**src/rtl/bcd_stopwatch_ctrl_pkg.sv**
```systemverilog
// ---------------------------------------------------------------------------
// bcd_stopwatch_ctrl_pkg
// Shared definitions for the stopwatch control block:
//   - sw_state_t : 2-bit FSM state encoding (ST_IDLE/ST_RUN/ST_PAUSE/ST_LAP),
//                  also driven out on the 'state' port of the top level
//   - clogb2     : ceil(log2(n)) width helper for the prescaler and the
//                  optional debounce counters (never returns less than 1)
// ---------------------------------------------------------------------------
package bcd_stopwatch_ctrl_pkg;

    typedef enum logic [1:0] {
        ST_IDLE  = 2'b00,
        ST_RUN   = 2'b01,
        ST_PAUSE = 2'b10,
        ST_LAP   = 2'b11
    } sw_state_t;

    // Bits needed to hold the values 0..n-1; at least one bit so that a
    // degenerate n still yields a legal vector.
    function automatic int clogb2(input int n);
        int w;
        w = 32'sd1;
        for (int i = 0; i < 31; i++) begin
            if ((32'sd1 <<< i) < n) begin
                w = i + 32'sd1;
            end
        end
        return w;
    endfunction

endpackage

```
**src/rtl/bcd_stopwatch_ctrl_key.sv**
```systemverilog
// ---------------------------------------------------------------------------
// key_press_detect
// Turns one raw active-low board key into a single-cycle press pulse.
//   clk   : system clock
//   aclr  : asynchronous active-low reset (key treated as released)
//   key_n : raw active-low key level
//   press : one-cycle pulse when the (filtered) level falls from 1 to 0
// Build option: BCD_STOPWATCH_DEBOUNCE_EN inserts a debouncer between the
// synchronizer and the edge detector; the filtered level only follows the
// synchronized key after it has been stable for DB_CYCLES cycles.
// ---------------------------------------------------------------------------
module key_press_detect
    import bcd_stopwatch_ctrl_pkg::*;
#(
    parameter int DB_CYCLES = 1000000
) (
    input  logic clk,
    input  logic aclr,
    input  logic key_n,
    output logic press
);

    logic sync1_r;
    logic sync2_r;
    logic level_s;
    logic edge_r;

    // Elaboration guard: the debounce window must be at least one cycle.
    if (DB_CYCLES < 1) begin : g_bad_db_cycles
        $error("key_press_detect: DB_CYCLES must be at least 1");
    end

    // Two-flop synchronizer; resets to the released (high) level.
    always_ff @(posedge clk or negedge aclr) begin
        if (!aclr) begin
            sync1_r <= 1'b1;
            sync2_r <= 1'b1;
        end else begin
            sync1_r <= key_n;
            sync2_r <= sync1_r;
        end
    end

`ifdef BCD_STOPWATCH_DEBOUNCE_EN
    localparam int              DB_W    = clogb2(DB_CYCLES);
    localparam logic [DB_W-1:0] DB_LAST = DB_W'(DB_CYCLES - 1);

    logic [DB_W-1:0] db_cnt_r;
    logic            db_level_r;

    // Debouncer: count consecutive cycles the synchronized level disagrees
    // with the accepted level; any agreement restarts the window.
    always_ff @(posedge clk or negedge aclr) begin
        if (!aclr) begin
            db_cnt_r   <= {DB_W{1'b0}};
            db_level_r <= 1'b1;
        end else if (sync2_r == db_level_r) begin
            db_cnt_r   <= {DB_W{1'b0}};
        end else if (db_cnt_r == DB_LAST) begin
            db_cnt_r   <= {DB_W{1'b0}};
            db_level_r <= sync2_r;
        end else begin
            db_cnt_r   <= db_cnt_r + DB_W'(1);
        end
    end

    assign level_s = db_level_r;
`else
    assign level_s = sync2_r;
`endif

    // Previous filtered level for falling-edge detection.
    always_ff @(posedge clk or negedge aclr) begin
        if (!aclr) begin
            edge_r <= 1'b1;
        end else begin
            edge_r <= level_s;
        end
    end

    // Combinational so that the FSM acts on the press at the very next edge.
    assign press = edge_r & ~level_s;

endmodule

```
**src/rtl/bcd_stopwatch_ctrl.sv**
```systemverilog
// ---------------------------------------------------------------------------
// bcd_stopwatch_ctrl
// Stopwatch sequencer for a cascaded 3-digit BCD counter chain.
//   clk         : system clock (CLOCK_50)
//   aclr        : asynchronous active-low reset
//   key_start   : raw active-low key, start/stop toggle
//   key_lap     : raw active-low key, lap freeze/release
//   key_clr     : raw active-low key, clear
//   max_reached : chain currently reads 999
//   cnt_en      : one-cycle count enable to the units counter (registered)
//   cnt_aclr    : active-low clear to the chain, one-cycle pulse (registered)
//   disp_hold   : HEX display latch freeze, high only in LAP
//   state       : current FSM state code (IDLE 00, RUN 01, PAUSE 10, LAP 11)
//   led_run     : high in RUN or LAP
// Build option: BCD_STOPWATCH_DEBOUNCE_EN enables key debouncing
// (DB_CYCLES stable cycles); by default keys are only synchronized.
// ---------------------------------------------------------------------------
module bcd_stopwatch_ctrl
    import bcd_stopwatch_ctrl_pkg::*;
#(
    parameter int TICK_DIV  = 5000000,
    parameter int DB_CYCLES = 1000000
) (
    input  logic       clk,
    input  logic       aclr,
    input  logic       key_start,
    input  logic       key_lap,
    input  logic       key_clr,
    input  logic       max_reached,
    output logic       cnt_en,
    output logic       cnt_aclr,
    output logic       disp_hold,
    output logic [1:0] state,
    output logic       led_run
);

    localparam int                 PRESC_W   = clogb2(TICK_DIV);
    localparam logic [PRESC_W-1:0] TICK_LAST = PRESC_W'(TICK_DIV - 1);

    logic               press_start_s;
    logic               press_lap_s;
    logic               press_clr_s;

    sw_state_t          state_r;
    sw_state_t          state_nx_s;
    logic [PRESC_W-1:0] presc_r;
    logic [PRESC_W-1:0] presc_nx_s;
    logic               cnt_en_r;
    logic               cnt_en_nx_s;
    logic               cnt_aclr_r;
    logic               cnt_aclr_nx_s;
    logic               disp_hold_r;
    logic               led_run_r;
    logic               running_s;
    logic               tick_s;

    key_press_detect #(.DB_CYCLES(DB_CYCLES)) u_key_start (
        .clk   (clk),
        .aclr  (aclr),
        .key_n (key_start),
        .press (press_start_s)
    );

    key_press_detect #(.DB_CYCLES(DB_CYCLES)) u_key_lap (
        .clk   (clk),
        .aclr  (aclr),
        .key_n (key_lap),
        .press (press_lap_s)
    );

    key_press_detect #(.DB_CYCLES(DB_CYCLES)) u_key_clr (
        .clk   (clk),
        .aclr  (aclr),
        .key_n (key_clr),
        .press (press_clr_s)
    );

    assign running_s = (state_r == ST_RUN) || (state_r == ST_LAP);
    assign tick_s    = running_s && (presc_r == TICK_LAST);

    // Next-state, prescaler and output decode. Commands are prioritised
    // clr > start > lap. A start press freezes the prescaler in the cycle it
    // is taken so a coincident tick is deferred rather than lost.
    always_comb begin
        state_nx_s    = state_r;
        presc_nx_s    = presc_r;
        cnt_en_nx_s   = 1'b0;
        cnt_aclr_nx_s = 1'b1;
        if (press_clr_s) begin
            state_nx_s    = ST_IDLE;
            presc_nx_s    = {PRESC_W{1'b0}};
            cnt_aclr_nx_s = 1'b0;
        end else if (press_start_s) begin
            case (state_r)
                ST_IDLE, ST_PAUSE: state_nx_s = ST_RUN;
                ST_RUN, ST_LAP:    state_nx_s = ST_PAUSE;
                default:           state_nx_s = ST_IDLE;
            endcase
        end else if (running_s) begin
            if (tick_s) begin
                presc_nx_s = {PRESC_W{1'b0}};
            end else begin
                presc_nx_s = presc_r + PRESC_W'(1);
            end
            // A tick at 999 would wrap the chain: drop it and pause instead.
            if (tick_s && max_reached) begin
                state_nx_s = ST_PAUSE;
            end else begin
                cnt_en_nx_s = tick_s;
                if (press_lap_s) begin
                    if (state_r == ST_RUN) begin
                        state_nx_s = ST_LAP;
                    end else begin
                        state_nx_s = ST_RUN;
                    end
                end else begin
                    state_nx_s = state_r;
                end
            end
        end else if (state_r == ST_IDLE) begin
            presc_nx_s = {PRESC_W{1'b0}};
        end else begin
            presc_nx_s = presc_r;
        end
    end

    // State, prescaler and registered outputs; Moore outputs are registered
    // from the next state so they line up with 'state'.
    always_ff @(posedge clk or negedge aclr) begin
        if (!aclr) begin
            state_r     <= ST_IDLE;
            presc_r     <= {PRESC_W{1'b0}};
            cnt_en_r    <= 1'b0;
            cnt_aclr_r  <= 1'b0;
            disp_hold_r <= 1'b0;
            led_run_r   <= 1'b0;
        end else begin
            state_r     <= state_nx_s;
            presc_r     <= presc_nx_s;
            cnt_en_r    <= cnt_en_nx_s;
            cnt_aclr_r  <= cnt_aclr_nx_s;
            disp_hold_r <= (state_nx_s == ST_LAP);
            led_run_r   <= (state_nx_s == ST_RUN) || (state_nx_s == ST_LAP);
        end
    end

    assign cnt_en    = cnt_en_r;
    assign cnt_aclr  = cnt_aclr_r;
    assign disp_hold = disp_hold_r;
    assign state     = state_r;
    assign led_run   = led_run_r;

endmodule

```
**config.mk**
```make
export PLATFORM = sky130hd
export DESIGN_NAME = bcd_stopwatch_ctrl
export DESIGN_NICKNAME = d
export VERILOG_FILES = /design/src/rtl/bcd_stopwatch_ctrl_pkg.sv /design/src/rtl/bcd_stopwatch_ctrl_key.sv /design/src/rtl/bcd_stopwatch_ctrl.sv
export SDC_FILE = /design/constraint.sdc
export NUM_CORES = 1
export LEC_CHECK = 0
export ABC_AREA = 1
export BUFFER_PORTS_ARGS = -buffer_cell sky130_fd_sc_hd__buf_2
export CORE_ASPECT_RATIO = 1.2
export CORE_MARGIN = 5
export CORE_UTILIZATION = 48
export DETAILED_ROUTE_END_ITERATION = 8
export PLACE_DENSITY = 0.67
export REMOVE_ABC_BUFFERS = 1
export SLEW_MARGIN = 10
export SYNTH_ARGS = -nofsm -noshare
export SYNTH_HDL_FRONTEND = slang
export SYNTH_SLANG_ARGS = --single-unit
export TNS_END_PERCENT = 30
```
**constraint.sdc**
```tcl
create_clock -name clk -period 4.45 [get_ports clk]
set_input_delay 0.445 -clock clk [delete_from_list [all_inputs] [get_ports clk]]
set_output_delay 0.445 -clock clk [all_outputs]
set_load 0.02 [all_outputs]
```
-- After elaboration in Yosys (flattened, before gate mapping)
Index checks and enable logic that the tools add are counted.
- add/sub/neg operators: 1
- eq/ne operators: 7
- reduce and logical (&&, ||, !) cells: 9
- multiplexer cells: 17
- bitwise gates (word level): 6
- operators by type and width (operator ; number):
    2-to-1 mux 23 bit ; 5
    adder 23 x 1 -> 23 bit, second input constant ; 1
    equality test 23 bit, second input constant ; 1
    2-to-1 mux 2 bit ; 6
    equality test 2 bit, second input constant ; 3
    2-to-1 mux 1 bit ; 5
    equality test 2 x 1 -> 1 bit, second input constant ; 2
    one-hot mux 2 bit (2 select lines) ; 1
    OR reduction 2 bit ; 2
    bitwise AND 1 bit ; 3
    NOT 1 bit ; 3
    nonzero test 3 bit ; 1
    logical AND 1 bit ; 2
    logical NOT 2 bit ; 1
    logical OR 1 bit ; 2
    inequality test 2 x 1 -> 1 bit, second input constant ; 1
    AND reduction 2 bit ; 1
- output and inout bits: 6
- flip-flop bits (word level): 38
- logic and storage cells: 55
- input port bits: 6

-- Longest topological paths before layout
- depth after elaboration: 10
- depth in mapped cells: 10
- depth with buffers taken out: 10

-- Cells and area by module
Synthesis repeated with hierarchy kept, for this count alone.
- cells, all modules: 298
- area, all modules: 2170.8 µm²
- modules (own cells, without submodules) (module ; times used ; sequential area each (µm²) ; area an instance (µm²) ; cells an instance):
    bcd_stopwatch_ctrl ; 1 ; 700.7 ; 1904.3 ; 283
    key_press_detect ; 3 ; 78.8 ; 88.8 ; 5

-- Least setup slack after synthesis
Ideal clock, no wire load.
- path type: register to register
- start point: register presc_r[0]
- end point: register presc_r[7]
- period minus slack after synthesis: 1392 ps
- arrival: 1269 ps
- path buffers: 0
- library setup time: 123 ps
- stages on the path, launching flop included: 9
- path slack: 3058 ps
- required time: 4327 ps
- cell sequence: dfrtp_1 ha_1 nand3_2 nor2_1 nand3_2 nand2_2 nand2_4 clkinv_2 nor2_1
- word-level cells in the longest chain between the ends: 6
- elaborated cells on any way between the ends: 7
- those cells by class: 1 x add/sub; 1 x eq/ne; 4 x mux; 1 x reduce/logical
- ends and longest elaborated chain (what ; line ; text):
    from (decl) ; bcd_stopwatch_ctrl.sv:46 ; logic [PRESC_W-1:0] presc_r;
    from (signal assigned) ; bcd_stopwatch_ctrl.sv:132 ; presc_r <= {PRESC_W{1'b0}};
    from (signal assigned) ; bcd_stopwatch_ctrl.sv:139 ; presc_r <= presc_nx_s;
    parallel branches: the longest is 2 deep, another holds adder 23 x 1 -> 23 bit ; n/a ;
    2-to-1 mux 23 bit (*) ; bcd_stopwatch_ctrl.sv:100 ; if (tick_s) begin
    2-to-1 mux 23 bit (*) ; bcd_stopwatch_ctrl.sv:99 ; end else if (running_s) begin
    2-to-1 mux 23 bit (*) ; bcd_stopwatch_ctrl.sv:93 ; end else if (press_start_s) begin
    2-to-1 mux 23 bit (*) ; bcd_stopwatch_ctrl.sv:89 ; if (press_clr_s) begin
Every way passes the cells marked *. The select of a mux whose other input is x is not followed.
A chain may end at the register's enable or synchronous reset.

-- Worst setup path in the final report
- start point: register presc_r[0]
- end point: register presc_r[1]
The elaborated chain is that of the path after synthesis.

==> metrics.csv <==
stage,metric,value,unit
logic_synthesis,seq_area_frac_synth,45.09,%
worst_setup_path,setup.worst_path.end_class,register,
worst_setup_path,crit_reg_reg_startpoint,presc_r[0],
die,io_pins,12,
layout,proportion_of_layout_cells_with_a_drive_suffix_above_1,22.03,%
sta,maxSlewHeadroom,45.25,%
sta,final-setup-viol-count,0,
logic_synthesis,yosysTopAreaCellShare,33.71,%
sta,period_minus_slack,1672,ps
route,final_antenna_net_count,0,
clocking,cts_root_buffer,sky130_fd_sc_hd__clkbuf_8,
layout,nets,292,
route,vias_per_cell,4.994,
worst_setup_path,crit-reg2reg-capture,presc_r[1],
run_status,outcome,"complete, no violations",
global_route,wire_length_of_the_first_global_routing_pass,7866,um
layout,largest_reg_flops,23,
global_route,maximum_number_of_pins_on_one_net_before_global_route_repair,38,
logic_synthesis,post_synth_instance_area,2078,um^2
die,die_width,70.07,um
die,design.core.area,4229,um^2
worst_hold_path,hold_path.class,in -> async,
sta,rsz0062_at_grt,no,
route,drt-met1-wl,2177,um
clocking,max_root_sink_buffers,2,
logic_synthesis,synth_cell_type_count,33,
die,die_area,5751,um^2
sta,timing.final.max_slew_violations,0,
layout,stdcell_count,342,
logic_synthesis,synthCells,270,
worst_setup_path,worst_r2r_path_depth,8,
sta,fmax,598.0,MHz
worst_setup_path,reg2reg_slack,2780,ps
power_and_ir_drop,pwr_density_cell,293.0,nW/um^2
sta,finalHoldViolations,0,
global_route,grt_antenna_before_repair,0,
clocking,tritoncts,built,
logic_synthesis,synthesis.area_per_instance,7.697,um^2
logic_synthesis,synthTopCellsByArea,"sky130_fd_sc_hd__dfrtp_1 34%, sky130_fd_sc_hd__nand2_1 12%, sky130_fd_sc_hd__dfstp_2 11%",
route,via_count,1708,
placement,hpwlAfterDp,3407,um
global_route,number_of_global_route_vias_before_repair,1615,
placement,place_inst,334,
worst_setup_path,critical_path_peak_fanout,5,
route,average_detailed_routed_wire_length_per_instance,13.54,um
global_route,grt.overflow.total,0,
run,maxCapViolCount,0,
power_and_ir_drop,total_power,0.0006629,W
placement,finalWeightedCongestion,0.9176,
worst_setup_path,startpoint_type,register,
layout,layout.filler_cells,406,
route,detailroute.wirelength.met3,154,um
logic_synthesis,yosys_register_bits,37,
worst_setup_path,worstPathRequired,4630,ps
route,first_iter_violations,140,
die,starting_density,49.14,%
layout,top_register,presc_r,
layout,antenna-diode-count,0,
sta,finalCritPeriodShare,37.58,%
layout,seq_area,937.1,um^2
layout,multiInputGateArea,963.4,um^2
clocking,ctsResizeCount,0,
route,wl_met2,2258,um
layout,syn2layout_area_growth,8.850,%
layout,final_core_occ,53.49,%
clocking,h-tree-depth,2,
die,count_of_standard_cell_rows,26,
clocking,holdBufCountCts,0,
sta,worstMarginPinSlew,821.2,ps
route,total_drc_errors_in_the_routed_layout,0,
global_route,grt_usage,17.56,%
clocking,post_cts_buffers,0,
clocking,worstSkewPairLatency,290,ps
placement,port_buffers,11,
die,die_h,82.08,um
clocking,clkSlewWorstSetupHoldPaths,80,ps
clocking,clock_sinks,37,
route,route.top_layer_used,met4,
worst_setup_path,crit_arrival,1850,ps
logic_synthesis,ys.warnings.count,0,
route,routed_wl,4632,um
power_and_ir_drop,p_leak,1.003,nW
route,drt_first_pass_iters,4,
sta,finClkSkew,7.993,ps
power_and_ir_drop,max-vdd-ir-drop,0.0001420,V
worst_setup_path,timing.setup.critical_path_class,reg -> reg,
logic_synthesis,synth_top_area_cell,sky130_fd_sc_hd__dfrtp_1,
clocking,tritoncts.num_buffers,5,
sta,final_tns_setup,0,ps
-- per-layer routing --
metal / vias to the layer above / track usage (%)
met5: - / 0
met4: 0 / 4.598
met3: 5 / 3.427
met2: 35 / 30.62
met1: 790 / 22.44
li1: 878 / -
-- worst max path at each step --
stage | start | end | slack (ps)
3_3_place_gp | presc_r[0] | presc_r[1] | 2820
6_report | presc_r[0] | presc_r[1] | 2780
4_1_cts | presc_r[0] | presc_r[1] | 2780
2_1_floorplan | state[0] | presc_r[7] | 2930
3_5_place_dp | presc_r[0] | presc_r[17] | 2790
5_1_grt | presc_r[0] | presc_r[7] | 2600
-- cells by family after synthesis --
kind of cell | count (synthesis) | synth area share, %
AND/OR/NAND/NOR | 168 | 38.71
XOR/XNOR | 4 | 1.686
adder cells (fa/ha/maj) | 1 | 0.6020
buffers and inverters | 43 | 8.549
flip-flops | 37 | 45.09
AO/OA/AOI/OAI | 17 | 5.359
-- cells in the mapped netlist, drive strengths merged --
cell	number
a21oi	5
buf	3
clkinv	1
dfrtp	28
dfstp	9
ha	1
inv	39
nand2	75
nand3	24
nand3b	1
nand4	10
nor2	54
nor3	3
nor4	1
o21ai	8
o21bai	1
o22ai	1
o31ai	2
xnor2	3
xor2	1
-- placed cells by master (no fill, tap or decap), drive strengths merged --
cell type and n:
clkbuf 6, o31ai 2, o21bai 1, nor2 54, dfrtp 28, o21ai 8
xnor2 3, nor3 3, nand4 10, inv 39, nand3b 1, nor4 1
nand3 24, buf 11, clkinv 3, a21oi 5, ha 1, o22ai 1
nand2 75, dfstp 9, xor2 1
-- power by group --
| part | leakage, nW | total, W | switching, W | internal [W] |
|---|---|---|---|---|
| combinational | 0.479 | 0.0000779 | 0.0000586 | 0.0000194 |
| sequential | 0.479 | 0.000357 | 0.00000802 | 0.000349 |
| clock | 0.0450 | 0.000228 | 0.000119 | 0.000109 |
-- cell type report --
type | instances | area share [%]
multi-input combinational | 190 | 42.59
sequential | 37 | 41.43
inverter | 40 | 6.803
clock buffer | 6 | 3.208
tap | 56 | 3.097
timing repair buffer | 11 | 2.434
clock inverter | 2 | 0.4425
-- worst max-delay path, stage by stage (launching register included) --
cell and delay (ps):
sky130_fd_sc_hd__dfrtp_1 410, sky130_fd_sc_hd__ha_1 230, sky130_fd_sc_hd__nand3_2 140, sky130_fd_sc_hd__nor2_1 220
sky130_fd_sc_hd__nand3_2 190, sky130_fd_sc_hd__nand3_2 200, sky130_fd_sc_hd__inv_2 80, sky130_fd_sc_hd__nand2_1 60
sky130_fd_sc_hd__nand2_1 50
-- stage by stage --
stage                     setup slack (ps)  instance area [um^2]  hold WS, ps
after floorplan                       2928                  2054        149.4
after global placement                2823                  2180        345.5
after detailed placement              2785                  2180        346.8
after CTS                             2782                  2262        242.9
after global routing                  2599                  2262        240.1
final                                 2778                  2262        249.8
(Power assumes the default switching activity.)
